### config.mk
export PLATFORM = sky130hd
export DESIGN_NAME = matrix_skew_feeder
export DESIGN_NICKNAME = d
export VERILOG_FILES = /design/src/rtl/matrix_skew_feeder.sv
export SDC_FILE = /design/constraint.sdc
export NUM_CORES = 1
export LEC_CHECK = 0
export ABC_AREA = 1
export CAP_MARGIN = 5
export CELL_PAD_IN_SITES_DETAIL_PLACEMENT = 1
export CELL_PAD_IN_SITES_GLOBAL_PLACEMENT = 1
export CORE_MARGIN = 10
export CORE_UTILIZATION = 35
export DETAILED_ROUTE_END_ITERATION = 8
export GPL_TIMING_DRIVEN = 1
export PLACE_DENSITY = 0.84
export SLEW_MARGIN = 20
export SYNTH_ARGS = -nofsm -noshare
export SYNTH_HDL_FRONTEND = slang
export SYNTH_SLANG_ARGS = --single-unit
### constraint.sdc
create_clock -name clk -period 2.8 [get_ports clk]
set_input_delay 0.56 -clock clk [delete_from_list [all_inputs] [get_ports clk]]
set_output_delay 0.56 -clock clk [all_outputs]
set_load 0.05 [all_outputs]
### src/rtl/matrix_skew_feeder.sv
// Streams a captured DIM x DIM matrix as beats of DIM lanes, optionally skewed into a systolic wavefront.
// Outputs are decoded from registers only; ready_in low freezes the beat, abort cancels without a done pulse.
module matrix_skew_feeder #(
    parameter int DIM   = 4,
    parameter int WIDTH = 8,
    parameter int ROW   = 1,
    parameter int SKEW  = 1
) (
    input  logic                                  clk,
    input  logic                                  reset_n,
    input  logic                                  start,
    input  logic                                  abort,
    input  logic [DIM-1:0][DIM-1:0][WIDTH-1:0]    mat_in,
    input  logic                                  ready_in,
    output logic                                  out_valid,
    output logic [DIM-1:0][WIDTH-1:0]             out_vec,
    output logic [$clog2(2*DIM)-1:0]              index,
    output logic                                  busy,
    output logic                                  done
);

    localparam int BEATS = (SKEW != 0) ? (2 * DIM - 1) : DIM;
    localparam int IW    = $clog2(2 * DIM);
    localparam int KW    = (DIM > 1) ? $clog2(DIM) : 1;
    localparam logic [IW-1:0] LAST = IW'(BEATS - 1);

    typedef enum logic {
        S_IDLE,
        S_STREAM
    } state_t;

    state_t                            r_state;
    state_t                            w_state_nxt;
    logic [IW-1:0]                     r_t;
    logic [IW-1:0]                     w_t_nxt;
    logic [DIM-1:0][DIM-1:0][WIDTH-1:0] r_m;
    logic                              r_done;
    logic                              w_done_nxt;
    logic                              w_load;
    logic [DIM-1:0][WIDTH-1:0]         w_vec;

    always_ff @(posedge clk or negedge reset_n) begin
        if (!reset_n) begin
            r_state <= S_IDLE;
            r_t     <= '0;
            r_m     <= '0;
            r_done  <= 1'b0;
        end else begin
            r_state <= w_state_nxt;
            r_t     <= w_t_nxt;
            r_done  <= w_done_nxt;
            if (w_load) begin
                r_m <= mat_in;
            end
        end
    end

    // abort wins over both a start in IDLE and a final-beat acceptance
    always_comb begin
        w_state_nxt = r_state;
        w_t_nxt     = r_t;
        w_done_nxt  = 1'b0;
        w_load      = 1'b0;
        case (r_state)
            S_IDLE: begin
                if (start && !abort) begin
                    w_state_nxt = S_STREAM;
                    w_t_nxt     = '0;
                    w_load      = 1'b1;
                end
            end
            S_STREAM: begin
                if (abort) begin
                    w_state_nxt = S_IDLE;
                    w_t_nxt     = '0;
                end else if (ready_in) begin
                    if (r_t == LAST) begin
                        w_state_nxt = S_IDLE;
                        w_t_nxt     = '0;
                        w_done_nxt  = 1'b1;
                    end else begin
                        w_t_nxt = r_t + 1'b1;
                    end
                end
            end
            default: begin
                w_state_nxt = S_IDLE;
                w_t_nxt     = '0;
            end
        endcase
    end

    // lane i sees element k = t - i under skew; out-of-range lanes are zero
    always_comb begin
        int            k;
        logic [KW-1:0] w_kidx;
        w_vec = '0;
        for (int i = 0; i < DIM; i++) begin
            k      = int'(r_t) - ((SKEW != 0) ? i : 0);
            w_kidx = k[KW-1:0];
            if ((r_state == S_STREAM) && (k >= 0) && (k < DIM)) begin
                w_vec[i] = (ROW != 0) ? r_m[w_kidx][i] : r_m[i][w_kidx];
            end
        end
    end

    assign out_valid = (r_state == S_STREAM);
    assign busy      = (r_state == S_STREAM);
    assign out_vec   = w_vec;
    assign index     = r_t;
    assign done      = r_done;

endmodule
==> results.json <==
{
  "clk_latency_ns": 0.42,
  "nets": 1178,
  "start_kind": "flip-flop",
  "vias": 6295,
  "powerDensity_nw_per_um2": 652,
  "fmax_ghz": 0.365,
  "drt-initial-drc-count": 343,
  "cp.required_ns": 2.24,
  "r2r_setup_slack_ns": 1.06,
  "cts_tree": "yes",
  "total_power_mw": 6.19,
  "synth.distinct_cells": 16,
  "dp_hpwl_um": 17200,
  "grt_overflow": 0,
  "clk_path_buf_depth": 2,
  "ys_warn_count": 0,
  "grt_pass1_vias": 6990,
  "crit_type": "reg2out",
  "io_pins": 171,
  "final_common_cell": "nand2_1",
  "yosysTopAreaCell": "dfrtp_1",
  "antenna_found_initial": 2,
  "nFillCells": 2139,
  "grt_max_degree": 109,
  "synth_area_um2": 6490,
  "ys_seq_elements": 133,
  "grt_use_total_pct": 20.1,
  "cts.sinks": 133,
  "postLayoutCoreUtil_pct": 52.5,
  "fin_crit_sh_pct": 97.7,
  "drc": 0,
  "hold_viol": 0,
  "area_growth_pct": 46.3,
  "grt_pass1_wl_um": 38200,
  "multi_input_area_um2": 2530,
  "place.gp.congestion": 0.841,
  "crit_fanout": 8,
  "dieArea_um2": 24400,
  "core_um2": 18100,
  "holdCritPathClass": "in2async",
  "num_rows": 49,
  "syn_inst": 875,
  "htreeDepth": 4,
  "cts_buffers": 17,
  "antenna_left": 0,
  "seq_area_um2": 3330,
  "fin_tns_setup_ns": 0,
  "vdd_drop_max_v": 0.000462,
  "synth_area_leaders": "dfrtp_1 51%, nand2_1 10%, a21oi_1 9.9%, nor2_1 9.5%, inv_1 8.3%",
  "syn_avg_cell_area_um2": 7.42,
  "skew_ns": 0.00350,
  "drv_slew": 0,
  "cp-end-kind": "primary output",
  "status": "completed",
  "start_util_pct": 35.9,
  "cap_violations": 0,
  "setup_violations": 0,
  "die_w_um": 156,
  "clk_pin_slew_ns": 0.05,
  "syn_nets": 1011,
  "yosysTopAreaCellShare_pct": 51.3,
  "wl_per_cell_um": 18.8,
  "yosysSeqAreaShare_pct": 51.3,
  "p_leak_nw": 4.66,
  "final.min_clock_period_ns": 2.74,
  "drt_pass1_iterations": 8,
  "die_h_um": 156,
  "port_buffers": 170,
  "crit_arrival_ns": 2.18,
  "cts-root-buf": "clkbuf_16",
  "post_drt_via_cell_ratio": 4.90,
  "finalWirelength_um": 24100,
  "layout.cells.most_common_list": "174 x nand2_1, 155 x nor2_1, 141 x inv_1",
  "worst_pin_slew_ns": 0.629,
  "drive_above_1_share_pct": 11.0,
  "max_slew_margin_pct": 57.6
}
## power breakdown
part	total (mW)	internal (mW)	switching [mW]
clock network	2.08	1.27	0.808
logic	1.69	0.669	1.02
registers	2.42	2.28	0.140
## path summary, 6_finish.rpt
kind                            cells after the start     endpoint  startpoint
worst max-delay path                               10  out_vec[30]    index[1]
worst min register to register                      2      r_m[16]     r_m[16]
max in group asynchronous                           2      r_m[35]     reset_n
worst max register to register                      8     index[0]    index[0]
min in group clk                                    2      r_m[16]     r_m[16]
worst min-delay path                                1      r_m[27]     reset_n
## sequential cells by signal (all words and copies together) (netlist names)
register  flops
done          1
busy          1
r_m         128
index         3
## synth_stat cells (all sizes together)
cell	count
nor3	1
nand2	175
a21oi	128
clkbuf	5
ha	3
dfrtp	133
clkinv	1
buf	44
nand3	49
nor2	164
o21ai	27
inv	145
## area by class of cell
type                            count  share of cell area [%]
Sequential cell                   133                    35.1
Multi-Input combinational cell    547                    26.7
Timing Repair Buffer              197                    23.6
Inverter                          146                    5.89
Clock buffer                       25                    5.11
Tap cell                          229                    3.02
Clock inverter                      5                   0.527
Antenna cell                        3                  0.0791
## layer usage
layer / wire length [um] / GRT usage [%] / up-vias
met5: 0 / 0 / -
met4: 623 / 7.19 / 0
met3: 2230 / 7.89 / 45
met2: 12000 / 34.1 / 188
met1: 9280 / 22.4 / 3067
li1: - / - / 2995
## per-stage QoR
step	hold slack, ns	cell area (um2)	std cells	setup WS [ns]
after floorplan	0.264	6630	875	0.0164
after global placement	0.446	8730	1240	0.337
after detailed placement	0.452	8730	1240	0.261
after CTS	0.00884	9400	1275	0.0328
after global routing	0.0139	9490	1282	-0.00891
final	0.00515	9500	1285	0.0639
## critical path, cell delays in order (launching register included)
cell and delay (ns):
dfrtp_2 0.42, clkinv_4 0.10, ha_4 0.29, clkinvlp_4 0.16, buf_4 0.18, buf_4 0.16, nand3_1 0.10, nand2_1 0.06
inv_1 0.08, nor2_4 0.05, buf_12 0.14
## cell families after synthesis
kind of cell               synth area share, %
DFF                                       51.3
AOI/OAI and AO/OA                         12.0
buffers and inverters                     12.5
and+or+nand+nor                           23.7
adders and majority gates                0.578
## timing repair
item,in CTS,in global routing
buffers inserted,3,7
gates resized for setup,8,11
cloned,2,0
endpoints found under the setup margin,17,16
hold buffers,0,0
Note: power is estimated with default switching activity, not from simulation.
